<file path="src/rtl/floating_point_rounder.sv">
// floating_point_rounder: two-stage float32 rounding stage behind the multiplier.
// Applies the RISC-V rounding mode and tracks per-operation and sticky fflags.
module floating_point_rounder #(
   parameter logic [31:0] CANONICAL_NAN = 32'h7FC00000,
   parameter int unsigned ROUND_MODE_W  = 3
) (
   input  logic                    clk_i,
   input  logic                    rst_n_i,
   input  logic [31:0]             result_i,
   input  logic [2:0]              round_bits_i,
   input  logic                    invalid_operation_i,
   input  logic                    overflow_i,
   input  logic                    underflow_i,
   input  logic [ROUND_MODE_W-1:0] round_mode_i,
   input  logic                    data_valid_i,
   output logic                    ready_o,
   output logic                    data_valid_o,
   input  logic                    ready_i,
   output logic [31:0]             result_o,
   output logic [4:0]              flags_o,
   input  logic                    clear_flags_i,
   output logic [4:0]              acc_flags_o
);
   localparam logic [2:0] RNE = 3'd0;
   localparam logic [2:0] RTZ = 3'd1;
   localparam logic [2:0] RDN = 3'd2;
   localparam logic [2:0] RUP = 3'd3;
   localparam logic [2:0] RMM = 3'd4;

   function automatic logic round_up(input logic [2:0] mode, input logic sign,
                                     input logic [2:0] grs, input logic lsb);
      logic up;
      case (mode)
         RTZ:     up = 1'b0;
         RDN:     up = sign & (|grs);
         RUP:     up = ~sign & (|grs);
         RMM:     up = grs[2];
         default: up = grs[2] & (grs[1] | grs[0] | lsb);
      endcase
      return up;
   endfunction

   // Directed roundings saturate to max finite instead of infinity
   function automatic logic [31:0] overflow_value(input logic [2:0] mode, input logic sign);
      logic [31:0] v;
      case (mode)
         RTZ:     v = {sign, 31'h7F7FFFFF};
         RDN:     v = sign ? 32'hFF800000 : 32'h7F7FFFFF;
         RUP:     v = sign ? 32'hFF7FFFFF : 32'h7F800000;
         default: v = {sign, 31'h7F800000};
      endcase
      return v;
   endfunction

   logic        valid_a_q, valid_a_d;
   logic        sign_a_q, sign_a_d;
   logic [30:0] mag_a_q, mag_a_d;
   logic        inc_a_q, inc_a_d;
   logic        nx_a_q, nx_a_d;
   logic [2:0]  mode_a_q, mode_a_d;
   logic        nv_a_q, nv_a_d;
   logic        of_a_q, of_a_d;
   logic        uf_a_q, uf_a_d;
   logic        valid_b_q, valid_b_d;
   logic [31:0] result_q, result_d;
   logic [4:0]  flags_q, flags_d;
   logic [4:0]  acc_q, acc_d;

   logic        stall_s, in_xfer_s, out_xfer_s;
   logic [2:0]  mode_in_s;
   logic [30:0] sum_s;
   logic [31:0] res_s;
   logic [4:0]  flg_s;

   assign stall_s      = valid_b_q & ~ready_i;
   assign ready_o      = ~stall_s;
   assign in_xfer_s    = data_valid_i & ~stall_s;
   assign out_xfer_s   = valid_b_q & ready_i;
   assign mode_in_s    = (round_mode_i <= ROUND_MODE_W'(4)) ? round_mode_i[2:0] : RNE;
   assign data_valid_o = valid_b_q;
   assign result_o     = result_q;
   assign flags_o      = flags_q;
   assign acc_flags_o  = acc_q;

   // Stage A: capture the operand and decide the rounding increment
   always_comb begin
      valid_a_d = valid_a_q;
      sign_a_d  = sign_a_q;
      mag_a_d   = mag_a_q;
      inc_a_d   = inc_a_q;
      nx_a_d    = nx_a_q;
      mode_a_d  = mode_a_q;
      nv_a_d    = nv_a_q;
      of_a_d    = of_a_q;
      uf_a_d    = uf_a_q;
      if (!stall_s) begin
         valid_a_d = data_valid_i;
      end else begin
         valid_a_d = valid_a_q;
      end
      if (in_xfer_s) begin
         sign_a_d = result_i[31];
         mag_a_d  = result_i[30:0];
         inc_a_d  = round_up(mode_in_s, result_i[31], round_bits_i, result_i[0]);
         nx_a_d   = |round_bits_i;
         mode_a_d = mode_in_s;
         nv_a_d   = invalid_operation_i;
         of_a_d   = overflow_i;
         uf_a_d   = underflow_i;
      end else begin
         mode_a_d = mode_a_q;
      end
   end

   // Stage B: apply the increment and resolve exceptions in priority order
   always_comb begin
      sum_s = mag_a_q + {30'd0, inc_a_q};
      res_s = {sign_a_q, sum_s};
      flg_s = {3'b000, nx_a_q & (sum_s[30:23] == 8'h00), nx_a_q};
      if (nv_a_q) begin
         res_s = CANONICAL_NAN;
         flg_s = 5'b10000;
      end else if (of_a_q || (sum_s[30:23] == 8'hFF)) begin
         res_s = overflow_value(mode_a_q, sign_a_q);
         flg_s = 5'b00101;
      end else if (uf_a_q) begin
         res_s = {sign_a_q, 30'd0,
                  ((mode_a_q == RUP) & ~sign_a_q) | ((mode_a_q == RDN) & sign_a_q)};
         flg_s = 5'b00011;
      end else begin
         flg_s = {3'b000, nx_a_q & (sum_s[30:23] == 8'h00), nx_a_q};
      end

      valid_b_d = valid_b_q;
      result_d  = result_q;
      flags_d   = flags_q;
      if (!stall_s) begin
         valid_b_d = valid_a_q;
         if (valid_a_q) begin
            result_d = res_s;
            flags_d  = flg_s;
         end else begin
            flags_d  = flags_q;
         end
      end else begin
         valid_b_d = valid_b_q;
      end
      // Clear is applied first so a coincident transfer leaves only its own flags
      acc_d = (clear_flags_i ? 5'b00000 : acc_q) | (out_xfer_s ? flags_q : 5'b00000);
   end

   // Pipeline and flag registers
   always_ff @(posedge clk_i or negedge rst_n_i) begin
      if (!rst_n_i) begin
         valid_a_q <= 1'b0;
         sign_a_q  <= 1'b0;
         mag_a_q   <= 31'd0;
         inc_a_q   <= 1'b0;
         nx_a_q    <= 1'b0;
         mode_a_q  <= 3'd0;
         nv_a_q    <= 1'b0;
         of_a_q    <= 1'b0;
         uf_a_q    <= 1'b0;
         valid_b_q <= 1'b0;
         result_q  <= 32'd0;
         flags_q   <= 5'd0;
         acc_q     <= 5'd0;
      end else begin
         valid_a_q <= valid_a_d;
         sign_a_q  <= sign_a_d;
         mag_a_q   <= mag_a_d;
         inc_a_q   <= inc_a_d;
         nx_a_q    <= nx_a_d;
         mode_a_q  <= mode_a_d;
         nv_a_q    <= nv_a_d;
         of_a_q    <= of_a_d;
         uf_a_q    <= uf_a_d;
         valid_b_q <= valid_b_d;
         result_q  <= result_d;
         flags_q   <= flags_d;
         acc_q     <= acc_d;
      end
   end
endmodule

</file>
<file path="config.mk">
export PLATFORM = sky130hd
export DESIGN_NAME = floating_point_rounder
export DESIGN_NICKNAME = d
export VERILOG_FILES = /design/src/rtl/floating_point_rounder.sv
export SDC_FILE = /design/constraint.sdc
export NUM_CORES = 1
export LEC_CHECK = 0
export CORE_UTILIZATION = 51
export DETAILED_ROUTE_END_ITERATION = 10
export PLACE_DENSITY = 0.81
export REMOVE_ABC_BUFFERS = 1
export SLEW_MARGIN = 20
export SYNTH_ARGS = -nofsm -noshare
export SYNTH_HDL_FRONTEND = slang
export SYNTH_SLANG_ARGS = --single-unit
</file>
<file path="constraint.sdc">
create_clock -name clk_i -period 3.2 [get_ports clk_i]
set_clock_uncertainty 0.05 [all_clocks]
set_input_delay 0.32 -clock clk_i [delete_from_list [all_inputs] [get_ports clk_i]]
set_output_delay 0.32 -clock clk_i [all_outputs]
set_load 0.02 [all_outputs]
</file>
==> flow_summary.yaml <==
drt:
  vias: 3301
  first_pass_iters: 5
  viasPerCell: 5.59
  drc: 0
  wl_um: 9370
  drt_first_iter_violations: 214
  drtAntennaViolNets: 0
  avgRoutedWirePerCell_um: 15.9
final_layout:
  final_core_util: 0.686
  drive_gt1_frac: 0.154
  layout.nets: 531
  instances_no_fill: 590
  syn_to_final_growth_pct: 30.5
  diodes: 0
die:
  chipHeight_um: 91.3
  die_area_sq_um: 8330
  die_w_um: 91.3
  core-area_sq_um: 7730
  start_util: 0.526
  io-pin-count: 90
  num_rows: 32
sta:
  setup_ws_ps: 168
  hold_violations: 0
  slew_headroom: 0.463
  fin_crit_sh: 0.948
  setup_violations: 0
  tns_ps: 0
  fmax_mhz: 330
  maxSlewViolCount: 0
  max_slew.worst_pin.slew_ps: 795
  rsz0062_at_grt: "false"
  finalCriticalPeriod_ps: 3030
placement:
  portBuffers: 87
  dp_cells: 572
  hpwl_um: 6680
  dp_worst_setup_slack_ps: 92.4
  globalplace.congestion: 0.918
logic_synthesis:
  ys_ff_latch: 82
  syn_inst: 390
  synth_cell_types: 49
  synth-edff-count: 0
  synthArstFlopShare: 1.00
  synthFlopType: "dfrtp_1"
  ys_warn_count: 0
  ys_seq_area_frac: 0.505
  syn-cell-area_sq_um: 4060
  avgSynthCellArea_sq_um: 10.4
critical_path:
  crit_type: "reg2reg"
  cp-end-kind: "flip-flop"
  crit_chain: "ha_1 > ha_2 > and4_2 > or4b_4 > nor4_4 > o22ai_4 > o311ai_4 > a21boi_4 > buf_6 > o21ai_1"
  critPathLaunchType: "flip-flop"
  slowest_stage: "or4b_4"
  arrival_ps: 3230
  cp.required_ps: 3390
  cpPeakStageDelay_ps: 520
  critPathMaxFanout: 9
  r2r_cells: 10
grt:
  grt_pass1_wl_um: 15600
  grt_overflow: 0
  track_usage: 0.242
  antenna_found_initial: 0
  grt_start_max_net_pins: 83
  first_global_vias: 3177
clocking:
  clock_path_buffers: 2
  clk_transition_reported_paths_ps: 90
  h-tree-depth: 3
  cts_tree: "done"
  clock_latency_ps: 360
  cts.sinks: 82
  clockRootBuffer: "clkbuf_8"
  numCtsBuffers: 9
power:
  peakVddDrop_v: 0.000324
  p_total_mw: 3.46
  leakagePower_nw: 2.17
  powerDensity_nw_per_um2: 653
worst_hold_path:
  holdPathStages: 2
  hold_path_class: "reg2reg"
job:
  cap_viol_max_count: 0
outcome:
  status: "complete, no violations"
-- metrics by stage --
step                instance area, sq um  hold WS [ps]
detailed placement                  5050           416
finish                              5300           434
global route                        5300           469
CTS                                 5260           100
global placement                    5050           403
floorplan                           3980         -25.6
-- critical path, delay by kind of cell, from the launching register on --
family | cells | cell delay [ps]
AOI/OAI and AO/OA | 4 | 850
DFF | 1 | 360
and+or+nand+nor | 3 | 1040
buffers and inverters | 1 | 180
adders and majority gates | 2 | 440
-- what timing repair did --
| action | CTS | global route |
|---|---|---|
| buffers inserted | 0 | 1 |
| hold endpoints to repair | 0 | 4 |
| hold buffers | 0 | 1 |
| setup endpoints to repair | 0 | 18 |
| resized for setup | 0 | 5 |
-- synth_stat cells, types with 2 or more instances --
| cell type | n | share of area |
|---|---|---|
| mux2_2 | 35 | 0.097 |
| nand4_1 | 10 | 0.015 |
| dfrtp_1 | 82 | 0.51 |
| and3_1 | 5 | 0.0077 |
| xnor2_1 | 15 | 0.032 |
| and2_1 | 5 | 0.0077 |
| or3_1 | 3 | 0.0046 |
| nand3_1 | 16 | 0.020 |
| ha_1 | 2 | 0.0062 |
| inv_1 | 8 | 0.0074 |
| nand2b_1 | 4 | 0.0062 |
| or2_2 | 2 | 0.0031 |
| nor4_1 | 3 | 0.0046 |
| o21ai_1 | 3 | 0.0037 |
| o21ai_0 | 30 | 0.037 |
| o22a_1 | 8 | 0.017 |
| o31a_1 | 3 | 0.0065 |
| clkbuf_1 | 13 | 0.012 |
| buf_4 | 3 | 0.0055 |
| a21oi_1 | 20 | 0.025 |
| nor2_1 | 25 | 0.023 |
| xor2_1 | 15 | 0.032 |
| nand2_1 | 52 | 0.048 |
| nor3_1 | 3 | 0.0037 |
-- path summary, 6_finish.rpt --
kind                                    startpoint                       end  slack [ps]
setup / recovery            mag_a_q[0]$_DFFE_PN0P_  result_o[13]$_DFFE_PN0P_         170
hold / removal             result_o[3]$_DFFE_PN0P_   result_o[3]$_DFFE_PN0P_         430
setup reg to reg            mag_a_q[0]$_DFFE_PN0P_  result_o[13]$_DFFE_PN0P_         170
hold reg to reg            result_o[3]$_DFFE_PN0P_   result_o[3]$_DFFE_PN0P_         430
max in group asynchronous                  rst_n_i   mag_a_q[21]$_DFFE_PN0P_        2100
min in group asynchronous                  rst_n_i   mag_a_q[12]$_DFFE_PN0P_         490
-- layout make-up --
class | instances | area (sq um)
Sequential cell | 82 | 2050
Clock buffer | 11 | 151
Timing Repair Buffer | 99 | 972
Multi-Input combinational cell | 283 | 1910
Clock inverter | 5 | 61.3
Inverter | 8 | 30.0
Tap cell | 102 | 128
Fill cell | 583 | 2420
-- state kept, by name, summed over array words and instances (netlist names) --
| register | cells |
|---|---|
| inc_a_q | 1 |
| acc_flags_o | 4 |
| of_a_q | 1 |
| mode_a_q | 3 |
| flags_o | 4 |
| valid_a_q | 1 |
| mag_a_q | 31 |
| result_o | 32 |
| nv_a_q | 1 |
| sign_a_q | 1 |
| uf_a_q | 1 |
| nx_a_q | 1 |
| data_valid_o | 1 |
-- per-layer routing --
metal / vias up / part of all wire / track usage
li1: 1564 / - / -
met1: 1594 / 0.42 / 0.314
met2: 124 / 0.50 / 0.401
met3: 19 / 0.060 / 0.0410
met4: 0 / 0.021 / 0.104
met5: - / 0 / 0
-- cells by family after synthesis --
| kind of cell | after synthesis | synth area share |
|---|---|---|
| and+or+nand+nor | 138 | 0.171 |
| DFF | 82 | 0.505 |
| AOI/OAI and AO/OA | 74 | 0.121 |
| muxes | 36 | 0.0995 |
| xor gates and xnor gates | 30 | 0.0647 |
| buffers and inverters | 26 | 0.0289 |
| adders and majority gates | 3 | 0.00862 |
| other | 1 | 0.000923 |
-- placed cells by master, fill, tap and decap left out, types with 4 or more instances in the layout --
cell / Yosys / routed
nor2_1: 25 / 25
nand3_1: 16 / 16
nand2_1: 52 / 52
o21ai_0: 30 / 30
a21oi_1: 20 / 20
and3_1: 5 / 5
clkbuf_8: 0 / 11
xnor2_1: 15 / 15
nand4_1: 10 / 10
and2_1: 5 / 5
nand2b_1: 4 / 4
buf_4: 3 / 9
inv_1: 8 / 8
clkdlybuf4s50_1: 0 / 86
dfrtp_1: 82 / 82
o22a_1: 8 / 8
xor2_1: 15 / 15
mux2_2: 35 / 35
-- power breakdown --
group	internal (mW)	total [mW]	switching [mW]
Sequential	1.28	1.51	0.226
Clock	0.405	0.790	0.385
Combinational	0.582	1.17	0.587
(Power assumes the default switching activity.)
